**config.mk**
```make
export PLATFORM = sky130hd
export DESIGN_NAME = adr_fetch_stage_flat
export DESIGN_NICKNAME = d
export VERILOG_FILES = /design/src/rtl/adr_fetch_stage_if.sv /design/src/rtl/adr_fetch_stage.sv /design/src/flat_wrapper.sv
export SDC_FILE = /design/constraint.sdc
export NUM_CORES = 1
export LEC_CHECK = 0
export CAP_MARGIN = 5
export CORE_UTILIZATION = 45
export CTS_CLUSTER_DIAMETER = 150
export CTS_CLUSTER_SIZE = 24
export DETAILED_ROUTE_END_ITERATION = 6
export GPL_TIMING_DRIVEN = 0
export PLACE_DENSITY = 0.69
export SLEW_MARGIN = 20
export SYNTH_ARGS = -nofsm -noshare
export SYNTH_HDL_FRONTEND = slang
export SYNTH_SLANG_ARGS = --single-unit
```
**constraint.sdc**
```tcl
create_clock -name clk -period 14.4 [get_ports clk]
set_clock_uncertainty 0.1 [all_clocks]
set_input_delay 2.88 -clock clk [delete_from_list [all_inputs] [get_ports clk]]
set_output_delay 2.88 -clock clk [all_outputs]
set_load 0.01 [all_outputs]
```
**src/rtl/adr_fetch_stage_if.sv**
```systemverilog
// ============================================================================
// Module   : adr_fetch_stage_if
// Purpose  : Bundles the fetch stage's external buses: the instruction-cache
//            read port, the redirect input from execute and the valid/ready
//            instruction stream towards decode.
// Signals  : icache_req_o / icache_addr_o   fetch -> icache request
//            icache_data_i                  icache -> fetch, one cycle later
//            redirect_i / redirect_pc_i     execute -> fetch PC redirect
//            inst_valid_o / inst_o /
//            inst_pc_o                      fetch -> decode head instruction
//            inst_ready_i                   decode -> fetch accept
// Modports : master = fetch stage side, slave = environment side.
// Revision : 1.0 - initial release
// ============================================================================
`default_nettype none

interface adr_fetch_stage_if #(
  parameter int XLEN     = 32,
  parameter int INST_LEN = 32,
  parameter int IDX_W    = 5
);
  logic                icache_req_o;
  logic [IDX_W-1:0]    icache_addr_o;
  logic [INST_LEN-1:0] icache_data_i;
  logic                redirect_i;
  logic [XLEN-1:0]     redirect_pc_i;
  logic                inst_valid_o;
  logic                inst_ready_i;
  logic [INST_LEN-1:0] inst_o;
  logic [XLEN-1:0]     inst_pc_o;

  modport master (
    output icache_req_o, icache_addr_o,
    input  icache_data_i,
    input  redirect_i, redirect_pc_i,
    output inst_valid_o, inst_o, inst_pc_o,
    input  inst_ready_i
  );

  modport slave (
    input  icache_req_o, icache_addr_o,
    output icache_data_i,
    output redirect_i, redirect_pc_i,
    input  inst_valid_o, inst_o, inst_pc_o,
    output inst_ready_i
  );
endinterface

`default_nettype wire

```
**src/rtl/adr_fetch_stage.sv**
```systemverilog
// ============================================================================
// Module   : adr_fetch_stage
// Purpose  : Instruction fetch stage in front of a synchronous-read icache.
//            Owns the PC, issues one word-index read per cycle, captures the
//            returned word a cycle later into a small circular FIFO and hands
//            instructions to decode over valid/ready. A redirect from execute
//            flushes the FIFO and the in-flight response.
// Ports    : clk        - system clock, rising edge
//            reset      - asynchronous, active-high
//            fetch_bus  - adr_fetch_stage_if.master (icache, redirect, decode)
//            perf_fetched_o / perf_bubble_o - only with ADR_FETCH_PERF_EN
// Options  : `define ADR_FETCH_PERF_EN adds saturating push / bubble counters.
// Revision : 1.0 - initial release
// ============================================================================
`default_nettype none

module adr_fetch_stage #(
  parameter int              XLEN       = 32,
  parameter int              INST_LEN   = 32,
  parameter int              IDX_W      = 5,
  parameter logic [XLEN-1:0] RESET_PC   = '0,
  parameter int              FIFO_DEPTH = 2
) (
  input  wire logic           clk,
  input  wire logic           reset,
  adr_fetch_stage_if.master   fetch_bus
`ifdef ADR_FETCH_PERF_EN
  ,
  output logic [31:0]         perf_fetched_o,
  output logic [31:0]         perf_bubble_o
`endif
);

  localparam int PTR_W = $clog2(FIFO_DEPTH);
  // Two spare bits so count + inflight never overflows before the compare.
  localparam int CNT_W = PTR_W + 2;

  generate
    if ((FIFO_DEPTH < 2) || ((FIFO_DEPTH & (FIFO_DEPTH - 1)) != 0)) begin : g_bad_depth
      $error("adr_fetch_stage: FIFO_DEPTH must be a power of two >= 2");
    end
    if (RESET_PC[1:0] != 2'b00) begin : g_bad_reset_pc
      $error("adr_fetch_stage: RESET_PC must be 4-byte aligned");
    end
  endgenerate

  // --------------------------------------------------------------------------
  // State
  // --------------------------------------------------------------------------
  logic [XLEN-1:0]     pc_q, pc_d;
  logic [XLEN-1:0]     req_pc_q, req_pc_d;       // PC of the in-flight request
  logic                inflight_q, inflight_d;
  logic [PTR_W-1:0]    rd_ptr_q, rd_ptr_d;
  logic [PTR_W-1:0]    wr_ptr_q, wr_ptr_d;
  logic [CNT_W-1:0]    count_q, count_d;
  logic [INST_LEN-1:0] inst_mem_q [FIFO_DEPTH];
  logic [INST_LEN-1:0] inst_mem_d [FIFO_DEPTH];
  logic [XLEN-1:0]     pc_mem_q   [FIFO_DEPTH];
  logic [XLEN-1:0]     pc_mem_d   [FIFO_DEPTH];

  logic                valid;
  logic                pop;
  logic                push;
  logic                issue;
  logic [CNT_W-1:0]    credit;

  // Low address bits of the redirect target are ignored by design.
  logic                unused_redirect_lsbs;
  assign unused_redirect_lsbs = ^fetch_bus.redirect_pc_i[1:0];

  assign valid = (count_q != '0);
  assign pop   = valid & fetch_bus.inst_ready_i;
  // A response arriving in a redirect cycle belongs to the old path: drop it.
  assign push  = inflight_q & ~fetch_bus.redirect_i;

  // Occupancy the FIFO will have once the outstanding response lands, net of
  // this cycle's pop. Issuing only while this is below depth is what makes
  // overflow impossible.
  assign credit = count_q + CNT_W'(inflight_q) - CNT_W'(pop);
  assign issue  = ~reset & ~fetch_bus.redirect_i & (credit < CNT_W'(FIFO_DEPTH));

  assign fetch_bus.icache_req_o  = issue;
  assign fetch_bus.icache_addr_o = pc_q[IDX_W+1:2];
  assign fetch_bus.inst_valid_o  = valid;
  assign fetch_bus.inst_o        = inst_mem_q[rd_ptr_q];
  assign fetch_bus.inst_pc_o     = pc_mem_q[rd_ptr_q];

  // --------------------------------------------------------------------------
  // Next state
  // --------------------------------------------------------------------------
  always_comb begin
    pc_d       = pc_q;
    req_pc_d   = req_pc_q;
    inflight_d = inflight_q;
    rd_ptr_d   = rd_ptr_q;
    wr_ptr_d   = wr_ptr_q;
    count_d    = count_q;
    inst_mem_d = inst_mem_q;
    pc_mem_d   = pc_mem_q;

    if (fetch_bus.redirect_i) begin
      // Flush: the pop in this cycle (if any) still completes on the decode
      // side, but the FIFO is emptied regardless.
      pc_d       = {fetch_bus.redirect_pc_i[XLEN-1:2], 2'b00};
      inflight_d = 1'b0;
      rd_ptr_d   = '0;
      wr_ptr_d   = '0;
      count_d    = '0;
    end else begin
      // When full with a simultaneous pop, wr_ptr equals rd_ptr, so the push
      // overwrites exactly the slot being consumed this cycle.
      if (push) begin
        inst_mem_d[wr_ptr_q] = fetch_bus.icache_data_i;
        pc_mem_d[wr_ptr_q]   = req_pc_q;
        wr_ptr_d             = wr_ptr_q + PTR_W'(1);
      end
      if (pop) begin
        rd_ptr_d = rd_ptr_q + PTR_W'(1);
      end
      count_d    = count_q + CNT_W'(push) - CNT_W'(pop);
      inflight_d = issue;
      if (issue) begin
        pc_d     = pc_q + XLEN'(4);
        req_pc_d = pc_q;
      end
    end
  end

  always_ff @(posedge clk or posedge reset) begin
    if (reset) begin
      pc_q       <= RESET_PC;
      req_pc_q   <= '0;
      inflight_q <= 1'b0;
      rd_ptr_q   <= '0;
      wr_ptr_q   <= '0;
      count_q    <= '0;
      for (int i = 0; i < FIFO_DEPTH; i++) begin
        inst_mem_q[i] <= '0;
        pc_mem_q[i]   <= '0;
      end
    end else begin
      pc_q       <= pc_d;
      req_pc_q   <= req_pc_d;
      inflight_q <= inflight_d;
      rd_ptr_q   <= rd_ptr_d;
      wr_ptr_q   <= wr_ptr_d;
      count_q    <= count_d;
      inst_mem_q <= inst_mem_d;
      pc_mem_q   <= pc_mem_d;
    end
  end

  // A push into a full FIFO without a freeing pop means the credit logic broke.
  a_no_overflow : assert property (@(posedge clk) disable iff (reset)
    !(push && (count_q == CNT_W'(FIFO_DEPTH)) && !pop));

  // --------------------------------------------------------------------------
  // Optional performance counters (saturating, untouched by redirect)
  // --------------------------------------------------------------------------
`ifdef ADR_FETCH_PERF_EN
  logic [31:0] perf_fetched_q, perf_fetched_d;
  logic [31:0] perf_bubble_q,  perf_bubble_d;

  always_comb begin
    perf_fetched_d = perf_fetched_q;
    perf_bubble_d  = perf_bubble_q;
    if (push && (perf_fetched_q != 32'hFFFF_FFFF)) begin
      perf_fetched_d = perf_fetched_q + 32'd1;
    end
    if (fetch_bus.inst_ready_i && !valid && (perf_bubble_q != 32'hFFFF_FFFF)) begin
      perf_bubble_d = perf_bubble_q + 32'd1;
    end
  end

  always_ff @(posedge clk or posedge reset) begin
    if (reset) begin
      perf_fetched_q <= '0;
      perf_bubble_q  <= '0;
    end else begin
      perf_fetched_q <= perf_fetched_d;
      perf_bubble_q  <= perf_bubble_d;
    end
  end

  assign perf_fetched_o = perf_fetched_q;
  assign perf_bubble_o  = perf_bubble_q;
`endif

endmodule

`default_nettype wire

```
**src/flat_wrapper.sv**
```systemverilog
// flat-port wrapper written by rule: the top's interface ports become plain ports
module adr_fetch_stage_flat 
#(
  parameter int              XLEN       = 32,
  parameter int              INST_LEN   = 32,
  parameter int              IDX_W      = 5,
  parameter logic [XLEN-1:0] RESET_PC   = '0,
  parameter int              FIFO_DEPTH = 2
)
  (clk, reset, fetch_bus_icache_req_o, fetch_bus_icache_addr_o, fetch_bus_icache_data_i, fetch_bus_redirect_i, fetch_bus_redirect_pc_i, fetch_bus_inst_valid_o, fetch_bus_inst_o, fetch_bus_inst_pc_o, fetch_bus_inst_ready_i);
  adr_fetch_stage_if #(.XLEN(XLEN), .INST_LEN(INST_LEN), .IDX_W(IDX_W)) fetch_bus_i ();
  input  wire logic clk;
  input  wire logic reset;
  output wire logic [$bits(fetch_bus_i.icache_req_o)-1:0] fetch_bus_icache_req_o;
  output wire logic [$bits(fetch_bus_i.icache_addr_o)-1:0] fetch_bus_icache_addr_o;
  input wire logic [$bits(fetch_bus_i.icache_data_i)-1:0] fetch_bus_icache_data_i;
  input wire logic [$bits(fetch_bus_i.redirect_i)-1:0] fetch_bus_redirect_i;
  input wire logic [$bits(fetch_bus_i.redirect_pc_i)-1:0] fetch_bus_redirect_pc_i;
  output wire logic [$bits(fetch_bus_i.inst_valid_o)-1:0] fetch_bus_inst_valid_o;
  output wire logic [$bits(fetch_bus_i.inst_o)-1:0] fetch_bus_inst_o;
  output wire logic [$bits(fetch_bus_i.inst_pc_o)-1:0] fetch_bus_inst_pc_o;
  input wire logic [$bits(fetch_bus_i.inst_ready_i)-1:0] fetch_bus_inst_ready_i;
  assign fetch_bus_icache_req_o = fetch_bus_i.icache_req_o;
  assign fetch_bus_icache_addr_o = fetch_bus_i.icache_addr_o;
  assign fetch_bus_i.icache_data_i = fetch_bus_icache_data_i;
  assign fetch_bus_i.redirect_i = fetch_bus_redirect_i;
  assign fetch_bus_i.redirect_pc_i = fetch_bus_redirect_pc_i;
  assign fetch_bus_inst_valid_o = fetch_bus_i.inst_valid_o;
  assign fetch_bus_inst_o = fetch_bus_i.inst_o;
  assign fetch_bus_inst_pc_o = fetch_bus_i.inst_pc_o;
  assign fetch_bus_i.inst_ready_i = fetch_bus_inst_ready_i;
  adr_fetch_stage #(.XLEN(XLEN), .INST_LEN(INST_LEN), .IDX_W(IDX_W), .RESET_PC(RESET_PC), .FIFO_DEPTH(FIFO_DEPTH)) u_core (.clk(clk), .reset(reset), .fetch_bus(fetch_bus_i));
endmodule
```
## Word-level counts from Yosys, hierarchy flattened

Cells that the tools add are included.

| word-level totals | value |
|---|---|
| flip-flop bits (word level) | 198 |
| logic and storage cells | 54 |
| output and inout port bits | 71 |

| operators by class | value |
|---|---|
| muxes and demuxes | 18 |
| $add $sub $neg | 7 |
| $lt $le $gt $ge | 4 |
| bitwise gates (word level) | 8 |
| reduce and logical (&&, ||, !) cells | 7 |

Operators by type and width:

| operator | number |
|---|---|
| $mux W32 | 9 |
| $bwmux W64 | 2 |
| $add A32 B3 Y32 const B | 1 |
| $demux W32 S1 | 1 |
| $add A3 B1 Y3 | 2 |
| $reduce_bool A2 Y1 | 3 |
| $sub A3 B1 Y3 | 2 |
| $mux W1 | 5 |
| $and A1 B1 Y1 | 4 |
| $ge A2 B2 Y1 const B | 2 |
| $not A1 Y2 | 2 |
| $reduce_and A2 Y1 | 2 |
| $lt A3 B2 Y1 const B | 1 |
| $mux W3 | 1 |
| $reduce_bool A3 Y1 | 1 |
| $add A1 B1 Y1 const B | 2 |
| $lt A2 B1 Y1 const B | 1 |
| $not A1 Y1 | 2 |
| $logic_and A1 B1 Y1 | 1 |

## Depth between registers and ports, before layout

Gate-level depths: netlist of run 1.

| depth | value |
|---|---|
| depth after elaboration | 7 |
| depth in mapped cells | 13 |
| gate-level depth less buffers | 11 |

## Worst setup path after synthesis of run 1

No wires, ideal clock.

| timing | value |
|---|---|
| kind | input -> output |
| start point | in fetch_bus_inst_ready_i |
| end point | out fetch_bus_icache_req_o |
| path slack | 6.603 ns |
| arrival time | 4.817 ns |
| stages | 9 |
| required time | 11.420 ns |
| cell sequence | and2_1 -> ha_1 -> nand2b_1 -> fa_1 -> xnor3_1 -> nand3_2 -> clkbuf_1 -> buf_1 -> inv_1 |

| between the ends | value |
|---|---|
| cells in the longest elaborated chain, start to end | 4 |

Ends and longest elaborated chain:

| element | line | RTL |
|---|---|---|
| from (decl) | flat_wrapper.sv:22 | `input wire logic [$bits(fetch_bus_i.inst_ready_i)-1:0] fetch_bus_inst_ready_i;` |
| $and A1 B1 Y1 | adr_fetch_stage.sv:72 | `assign pop = valid & fetch_bus.inst_ready_i;` |
| $sub A3 B1 Y3 | adr_fetch_stage.sv:79 | `assign credit = count_q + CNT_W'(inflight_q) - CNT_W'(pop);` |
| $lt A3 B2 Y1 | adr_fetch_stage.sv:80 | `assign issue = ~reset & ~fetch_bus.redirect_i & (credit < CNT_W'(FIFO_DEPTH));` |
| $and A1 B1 Y1 | adr_fetch_stage.sv:80 |  |
| to (decl) | flat_wrapper.sv:14 | `output wire logic [$bits(fetch_bus_i.icache_req_o)-1:0] fetch_bus_icache_req_o;` |

No other way between the ends.

## Worst setup path after layout of run 1

Same ends and word-level chain as after synthesis.

==> flow_summary_export.csv, run 1 <==
group,metric,value,unit
die,dieArea,19910,sq um
die,die_h,141.1,microns
synth,synth_area,8706,sq um
worst_setup_path,cp.arrival,6.17,ns
synth,synth_warnings,0,
grt,grt_pass1_wl,31.84,mm
run_status,status,"finished clean",
placement,dp_hpwl,13.32,mm
final_layout,area_delta_synth_final,26.63,%
placement,place_area,10420,sq um
die,row_count,50,
placement,io_buffer_count,134,
synth,yosysSeqAreaShare,0.5461,
worst_setup_path,cp_max_fo,10,
hold_path,hp-class,"register to register",
sta,tns,0,ns
clocking,ctsHoldBuffers,0,
worst_setup_path,path_class,"input port to primary output",
grt,grt_overflow,0,
clocking,cts_resized,0,
final_layout,fillers,1577,
sta,finalCriticalPeriod,9.148,ns
final_layout,utilization,0.5854,
pwr,power.density,203.5,nW/um^2
grt,antenna_found_initial,0,
job,drv_cap,0,
clocking,clk_pin_slew,0.07,ns
synth,synth_cell_types,50,
pwr,vdd_drop_max,92.73,uV
pwr,finalPower,2244,uW
route,drtIter0Drc,345,
route,antenna_left,0,
clocking,cts_root_buf,"clkbuf_16",
route,wire_per_inst,16.97,microns
sta,hold_viol,0,
pwr,p_leak,0.005013,uW
clocking,worstSkewPairLatency,0.43,ns
synth,synth_area_leaders,"dfrtp_1 (55%), mux2_2 (24%), nand2_1 (4.8%)",
route,routed_wl,19.42,mm
worst_setup_path,cp.required,11.42,ns
clocking,cts_max_path_buffers,2,
synth,syn_inst,716,
clocking,cts_tree,"done",
synth,synth-seq-cells,190,
final_layout,finalNetCount,945,
final_layout,final_area,11020,sq um
placement,numPlacedInstances,1112,
grt,grt_pass1_vias,6053,
clocking,cts_buffers,17,
synth,netlist.area_leader.share,0.5461,
final_layout,mostFrequentLayoutCells,"dfrtp_1 (190), mux2_2 (186), clkdlybuf4s50_1 (134)",
final_layout,layout-drive-gt1-share,0.2794,
final_layout,layout.cells.non_filler,1144,
worst_setup_path,start_kind,"input port",
worst_setup_path,end_kind,"primary output",
sta,worst_pin_slew,0.7911,ns
grt,grt_start_max_net_pins,97,
route,drt_pass1_iterations,5,
sta,finalCritPeriodShare,0.6352,
final_layout,mostFrequentLayoutCell,"dfrtp_1",
sta,slew_headroom,0.4698,
sta,rsz0062_at_grt,"false",
route,via_per_inst,5.237,
clocking,cts_setup_buffers,0,
sta,drv_slew,0,
synth,avgSynthCellArea,12.16,sq um
die,num_io_pins,139,
clocking,cts_sinks,190,
clocking,cts_max_level,4,
grt,grt_usage,0.2073,
die,core-area,18830,sq um
sta,fmaxAchievable,0.1093,GHz
route,route.detailed.drc,0,
route,vias,5991,
synth,yosys.area.top_type,"dfrtp_1",
final_layout,n_antenna_cell,0,
sta,report.final.setup_viol,0,
placement,gp_congestion,0.8704,
die,start_util,0.4623,
die,dieWidth,141.1,microns
[cell families after synthesis]
| group | synth area share |
|---|---|
| AO/OA/AOI/OAI | 0.04570 |
| XOR/XNOR | 0.007617 |
| adder cells (fa/ha/maj) | 0.01035 |
| buffers and inverters | 0.03104 |
| flip-flops | 0.5461 |
| multiplexers | 0.2475 |
| other | 0.0004307 |
| AND/OR/NAND/NOR | 0.1112 |
[path summary, 6_finish.rpt]
| check | from | to | slack, ns | depth (start not counted) |
|---|---|---|---|---|
| setup / recovery | fetch_bus_inst_ready_i | fetch_bus_icache_req_o | 5.25 | 11 |
| hold / removal | u_core.pc_mem_q[10] | u_core.pc_mem_q[10] | 0.40 | 1 |
| setup reg to reg | u_core.count_q[1] | u_core.req_pc_q[14] | 10.62 | 13 |
| hold reg to reg | u_core.pc_mem_q[10] | u_core.pc_mem_q[10] | 0.40 | 1 |
| max in group asynchronous | reset | u_core.pc_mem_q[20] | 10.40 | 3 |
| min in group asynchronous | reset | u_core.pc_mem_q[63] | 2.93 | 2 |
[flip-flops by register name, summed over array words and instances, names as in the netlist]
signal / flops
u_core.count_q: 3
u_core.inflight_q: 1
u_core.inst_mem_q: 64
u_core.pc_mem_q: 60
u_core.pc_q: 30
u_core.rd_ptr_q: 1
u_core.req_pc_q: 30
u_core.wr_ptr_q: 1
[cells in the mapped netlist (all sizes together)]
library cell	count
o211ai	4
a221o	8
and3	5
nor3b	1
nor2b	3
mux2i	6
dfrtp	190
a21oi	5
or3	4
o41ai	1
and4	3
a31oi	1
nand4	11
nand2	112
a21o	4
a211o	2
and2	6
nand3b	3
a22oi	3
o311ai	8
o21ai	18
buf	21
fa	2
ha	4
o21bai	1
or4	2
clkbuf	27
inv	12
mux2	186
nand3	19
xnor3	1
a311oi	1
xnor2	5
nor4	3
nand2b	6
nor2	19
conb	1
nor3	8
[metal layers]
metal	GRT usage	vias to the layer above	routed length, microns
met4	0.06579	0	226
li1	-	2837	-
met3	0.04484	17	897
met2	0.3299	166	9265
met1	0.2829	2971	9028
met5	0	-	0
[power breakdown]
group	total (uW)	internal (uW)	leakage (uW)	switching [uW]
combinational	909	518	0.00228	390
sequential	853	724	0.00244	129
clock	482	263	0.000290	219
total	2240	1510	0.00501	738
[critical path, cell delays in order]
cell	delay [ns]
clkdlybuf4s50_1	0.46
and2_1	0.19
ha_1	0.24
nand2b_1	0.16
fa_1	0.37
xnor3_1	0.20
nand3_2	0.25
clkbuf_1	0.41
buf_1	0.45
inv_1	0.08
clkdlybuf4s50_1	0.48
[layout make-up]
type / count / area (sq um) / area share
Tap cell: 260 / 325.3 / 0.02951
Multi-Input combinational cell: 467 / 3696 / 0.3353
Timing Repair Buffer: 135 / 1369 / 0.1242
Clock inverter: 15 / 176.4 / 0.01600
Sequential cell: 190 / 4755 / 0.4313
Buffer: 48 / 225.2 / 0.02043
Clock buffer: 17 / 425.4 / 0.03859
Inverter: 12 / 52.55 / 0.004767
[per-stage QoR]
step / hold WS (ns) / setup WS [ns]
global placement: 0.3818 / 3.552
detailed placement: 0.3865 / 5.236
global route: 0.4098 / 5.025
CTS: 0.4035 / 5.219
finish: 0.4023 / 5.252
floorplan: 0.3584 / 6.250
(Power assumes the default switching activity.)
==> run 2: changes to the inputs <==
Settings changed: PLACE_DENSITY 0.69 to 0.72.
Clock period 14.4 ns to 7.8 ns, I/O delays scaled along.
==> run 2 against run 1 <==
Net effect:
- critical path depth did not move
- register-to-register slack got worse by 6.6 ns
- clock-buffer cell count rose by 2
- total power rose by 83%
- wire length fell by 0.48%
- global-route usage barely moved
- sequential power rose by 85%
- largest cell class unchanged
- largest power group unchanged
- highest routed layer unchanged
==> flow_summary_export.csv, run 2 (same netlist as run 1, synthesis figures left out) <==
group,metric,value,unit
run_status,status,"finished clean",
die,start_util,0.4623,
worst_setup_path,path_cells,"clkdlybuf4s50_1, and2_1, ha_1, nand2b_1, fa_1, xnor3_1, nand3_2, clkbuf_1, buf_1, inv_1, clkdlybuf4s50_1",
grt,grt_pass1_vias,6099,
sta,final.setup.worst_slack,1.325,ns
worst_setup_path,cpMaxStageDelayCell,"clkdlybuf4s50_1",
final_layout,mostFrequentLayoutCell,"dfrtp_1",
placement,dpl_worst_slack,1.298,ns
clocking,cts_buffers,17,
pwr,p_comb_frac,0.409,
pwr,vdd_drop_max,167.0,uV
clocking,cts_root_buf,"clkbuf_16",
route,drt_pass1_iterations,5,
sta,drv_slew,0,
clocking,cts_sinks,190,
route,route.detailed.drc,0,
pwr,p_leak,0.005011,uW
final_layout,layout-drive-gt1-share,0.2802,
sta,hold_viol,0,
die,dieWidth,141.1,microns
placement,dp_hpwl,13.50,mm
worst_setup_path,cp.required,6.14,ns
hold_path,hold_path_depth,2,
clocking,cts_resized,0,
sta,finalCriticalPeriod,6.475,ns
route,antenna_left,0,
pwr,power.density,372.5,nW/um^2
clocking,cts_setup_buffers,0,
clocking,cts_max_path_buffers,2,
final_layout,area_delta_synth_final,26.72,%
clocking,worstSkewPairLatency,0.43,ns
sta,finalCritPeriodShare,0.8301,
placement,gp_congestion,0.8642,
sta,fmaxAchievable,0.1544,GHz
pwr,swShare,0.3281,
grt,grt_pass1_wl,32.04,mm
route,wire_per_inst,16.88,microns
final_layout,top_regs,"u_core.inst_mem_q: 64 flops, u_core.pc_mem_q: 60 flops",
worst_setup_path,critical_path.max_stage_delay,0.49,ns
die,num_io_pins,139,
route,vias,6051,
pwr,p_int,2761,uW
sta,report.final.setup_viol,0,
die,row_count,50,
worst_setup_path,end_kind,"primary output",
final_layout,finalNetCount,946,
pwr,p_seq_frac,0.383,
worst_setup_path,r2r_cells,13,
hold_path,hold_end,"u_core.req_pc_q[18]",
worst_setup_path,cp_max_fo,10,
grt,antenna_found_initial,0,
die,die_h,141.1,microns
clocking,cts_tree,"done",
sta,rsz0062_at_grt,"false",
worst_setup_path,path_class,"input port to primary output",
hold_path,min-delay-start,"u_core.req_pc_q[18]",
final_layout,n_antenna_cell,0,
final_layout,fillers,1602,
grt,grt_usage,0.2073,
clocking,ctsHoldBuffers,0,
route,routed_wl,19.32,mm
final_layout,largest_reg_flops,64,
final_layout,largest_register,"u_core.inst_mem_q",
route,drtIter0Drc,380,
pwr,power.share.clock,0.207,
worst_setup_path,start_kind,"input port",
sta,worst_pin_slew,0.7721,ns
final_layout,mostFrequentLayoutCells,"dfrtp_1 (190), mux2_2 (186), clkdlybuf4s50_1 (134)",
die,core-area,18830,sq um
grt,grt_overflow,0,
grt,grt_start_max_net_pins,80,
die,dieArea,19910,sq um
worst_setup_path,cpMostUsedCell,"clkdlybuf4s50_1",
job,drv_cap,0,
worst_setup_path,cp.arrival,4.81,ns
clocking,cts_max_level,4,
worst_setup_path,r2r_slack,3.99,ns
worst_setup_path,r2r_end,"u_core.req_pc_q[23]",
route,via_per_inst,5.285,
worst_setup_path,regToRegStartpoint,"u_core.count_q[1]",
clocking,clk_pin_slew,0.07,ns
sta,tns,0,ns
placement,io_buffer_count,134,
pwr,power_switching,1348,uW
sta,slew_headroom,0.4825,
hold_path,hp-class,"register to register",
==> run 2: cell count changes in the layout (fill, tap and decap cells not counted), sizes merged <==
cell	change
clkinv	-1
inv	-2
clkbuf	+2
clkinvlp	+2
buf	+1
bufinv	-1
==> run 2: final cells by class <==
type	instances	area (sq um)	share of cell area
Timing Repair Buffer	136	1396	0.1266
Sequential cell	190	4755	0.4310
Tap cell	260	325.3	0.02949
Buffer	48	225.2	0.02042
Clock buffer	19	452.9	0.04106
Multi-Input combinational cell	467	3696	0.3350
Clock inverter	13	128.9	0.01168
Inverter	12	52.55	0.004764
==> run 2: worst max path at each step <==
stage	end	slack [ns]	depth (start not counted)	start
floorplan	u_core.count_q[0]	0.97	1	reset
global placement	u_core.pc_mem_q[58]	-1.56	2	reset
detailed placement	fetch_bus_icache_req_o	1.30	11	fetch_bus_inst_ready_i
CTS	fetch_bus_icache_req_o	1.29	11	fetch_bus_inst_ready_i
global route	fetch_bus_icache_req_o	1.09	11	fetch_bus_inst_ready_i
finish	fetch_bus_icache_req_o	1.33	11	fetch_bus_inst_ready_i
==> run 2: per-stage QoR <==
step,cell area [sq um],hold slack [ns],instances,utilization,total power [uW]
3_3_place_gp,10380,0.3814,1111,0.5510,3241
2_1_floorplan,8710,0.3584,717,-,2559
5_1_grt,11030,0.4105,1145,0.5858,4375
3_5_place_dp,10440,0.3871,1113,0.5546,3288
6_report,11030,0.4002,1145,0.5858,4109
4_1_cts,11030,0.4029,1145,0.5855,4153
==> run 2: worst max-delay path: cells and delay by family <==
family / cells / cell delay (ns)
adder cells (fa/ha/maj): 2 / 0.62
buffers and inverters: 5 / 1.85
XOR/XNOR: 1 / 0.20
AND/OR/NAND/NOR: 3 / 0.59
==> run 2: power groups by stage <==
stage | clock network [uW] | registers (uW) | logic, uW
after detailed placement | 0 | 1590 | 1700
after global placement | 0 | 1580 | 1660
final | 852 | 1580 | 1680
after CTS | 871 | 1570 | 1710
after floorplan | 0 | 1510 | 1050
after global routing | 914 | 1630 | 1840
==> run 2: per-layer routing <==
metal / GRT usage / vias to the layer above / part of all wire
met3: 0.03363 / 20 / 0.046
met1: 0.2851 / 3007 / 0.46
met2: 0.3343 / 187 / 0.48
met5: 0 / - / 0
li1: - / 2837 / -
met4: 0.06922 / 0 / 0.014
==> run 3: changes to the inputs <==
Clock period 7.8 ns to 5.5 ns, I/O delays scaled along.
==> run 3 against run 2 <==
Net effect:
- flip-flop and latch count unchanged
- total power grew 43%
- die area unchanged
- sequential power increased by 41%
- via count fell by 0.51%
- critical endpoint unchanged
- clock-buffer cell count unchanged
- non-clock buffer count grew 3
- cell count increased by 0.26%
- first-iteration DRC count decreased by 24%
- worst setup slack got worse by 1.1 ns
- utilization is 0.43 points higher
==> flow_summary_export.csv, run 3 (same netlist as run 1, synthesis figures left out) <==
group,metric,value,unit
route,vias,6020,
final_layout,final-seq-area,4755,sq um
final_layout,largest_register,"u_core.inst_mem_q",
route,via_per_inst,5.244,
worst_setup_path,end_kind,"primary output",
worst_setup_path,critical_path.max_stage_delay,0.52,ns
sta,finalCriticalPeriod,5.245,ns
worst_setup_path,start_kind,"input port",
clocking,cts_sinks,190,
sta,hold_viol,0,
clocking,clk_pin_slew,0.07,ns
placement,dpl_worst_slack,-0.05921,ns
grt,antenna_found_initial,0,
clocking,ctsHoldBuffers,0,
placement,io_buffer_count,134,
clocking,cts_root_buf,"clkbuf_16",
sta,fmaxAchievable,0.1907,GHz
die,die_h,141.1,microns
die,dieArea,19910,sq um
placement,gp_congestion,0.8846,
pwr,finalPower,5892,uW
sta,slew_headroom,0.2000,
worst_setup_path,path_class,"input port to primary output",
grt,grt_start_max_net_pins,34,
final_layout,mostFrequentLayoutCell,"dfrtp_1",
sta,report.final.setup_viol,0,
job,drv_cap,0,
die,dieWidth,141.1,microns
clocking,cts_max_path_buffers,2,
placement,numPlacedInstances,1117,
final_layout,mostFrequentLayoutCells,"dfrtp_1 (190), mux2_2 (186), clkdlybuf4s50_1 (134)",
final_layout,n_antenna_cell,0,
sta,worst_pin_slew,1.189,ns
route,drt_pass1_iterations,5,
sta,rsz0062_at_grt,"false",
placement,dp_hpwl,13.83,mm
worst_setup_path,path_cells,"clkdlybuf4s50_1, and2_1, ha_1, nand2b_1, fa_1, xnor3_1, nand3_2, buf_2, inv_1, clkdlybuf4s50_1",
final_layout,fillers,1532,
sta,final.setup.worst_slack,0.2553,ns
sta,tns,0,ns
grt,grt_overflow,0,
clocking,worstSkewPairLatency,0.43,ns
route,wire_per_inst,16.78,microns
worst_setup_path,cp.arrival,4.04,ns
worst_setup_path,cp_num_buf_inv,4,
route,routed_wl,19.26,mm
pwr,power.density,530.2,nW/um^2
sta,drv_slew,0,
final_layout,largest_reg_flops,64,
final_layout,layout-drive-gt1-share,0.2815,
final_layout,area_delta_synth_final,27.64,%
route,drtIter0Drc,288,
route,route.detailed.drc,0,
die,row_count,50,
clocking,cts_buffers,17,
sta,finalCritPeriodShare,0.9536,
pwr,p_leak,0.005048,uW
grt,grt_pass1_vias,6123,
run_status,status,"finished clean",
clocking,cts_max_level,4,
worst_setup_path,cp.required,4.30,ns
final_layout,multiInputGateArea,3690,sq um
final_layout,finalNetCount,949,
pwr,vdd_drop_max,273.9,uV
worst_setup_path,cp_max_fo,19,
worst_setup_path,cpMaxStageDelayCell,"clkdlybuf4s50_1",
die,start_util,0.4623,
die,num_io_pins,139,
route,antenna_left,0,
final_layout,top_regs,"u_core.inst_mem_q: 64 flops, u_core.pc_mem_q: 60 flops",
grt,grt_pass1_wl,31.91,mm
die,core-area,18830,sq um
hold_path,hp-class,"register to register",
clocking,cts_tree,"done",
worst_setup_path,cpMostUsedCell,"clkdlybuf4s50_1",
worst_setup_path,path_delay_family,"buffers and inverters",
sta,hold_ws,0.4000,ns
final_layout,layout.cells.non_filler,1148,
grt,grt_usage,0.2064,
==> run 3: path summary, 6_finish.rpt <==
kind / start / endpoint / slack [ns] / cells past startpoint
setup / recovery: fetch_bus_inst_ready_i / fetch_bus_icache_req_o / 0.26 / 10
max in group asynchronous: reset / u_core.pc_q[3] / 3.60 / 4
min in group asynchronous: reset / u_core.count_q[2] / 0.96 / 2
hold / removal: u_core.inst_mem_q[14] / u_core.inst_mem_q[14] / 0.40 / 1
hold reg to reg: u_core.inst_mem_q[14] / u_core.inst_mem_q[14] / 0.40 / 1
setup reg to reg: u_core.count_q[1] / u_core.req_pc_q[19] / 1.52 / 13
==> run 3: area by class of cell <==
| class | count | share of cell area |
|---|---|---|
| plain buffers | 47 | 0.02004 |
| clock buffers | 19 | 0.03896 |
| clock inverters | 13 | 0.01588 |
| inverters | 12 | 0.004391 |
| multi-input cells | 467 | 0.3321 |
| flip-flops and latches | 190 | 0.4279 |
| well taps | 260 | 0.02928 |
| repair buffers | 140 | 0.1315 |
==> run 3: layer usage <==
metal / share of wire / vias up / track usage
met1: 0.46 / 3048 / 0.2791
met5: 0 / - / 0
met4: 0.0068 / 0 / 0.04805
met3: 0.040 / 7 / 0.04688
met2: 0.49 / 140 / 0.3374
li1: - / 2825 / -
==> run 3: report_power, final <==
group	switching, uW	internal (uW)	leakage, uW	total (uW)
clock network	550	727	0.000288	1280
logic	1020	1360	0.00232	2380
registers	337	1900	0.00244	2230
total	1900	3990	0.00505	5890
==> run 3: timing repair <==
| item | CTS | global route |
|---|---|---|
| endpoints found under the setup margin | 1 | 1 |
| endpoints found under the hold margin | 0 | 0 |
| gates resized for setup | 1 | 0 |
| buffers inserted | 0 | 0 |
==> run 3: per-stage QoR <==
step           instance area [sq um]    util
6_report                       11110  0.5901
4_1_cts                        11120  0.5903
5_1_grt                        11110  0.5901
2_1_floorplan                   8713       -
3_5_place_dp                   10510  0.5579
3_3_place_gp                   10380  0.5512
==> run 3: worst reg2reg max path, stage by stage, from the launching register on <==
cell and delay [ns]:
dfrtp_1 0.45, or3_1 0.41, and2_1 0.21, ha_1 0.28
nand2b_1 0.15, fa_1 0.37, xnor3_1 0.22, nand3_2 0.37
inv_2 0.22, buf_2 0.26, buf_2 0.29, clkbuf_1 0.40
nand2_1 0.12, nand2_1 0.08
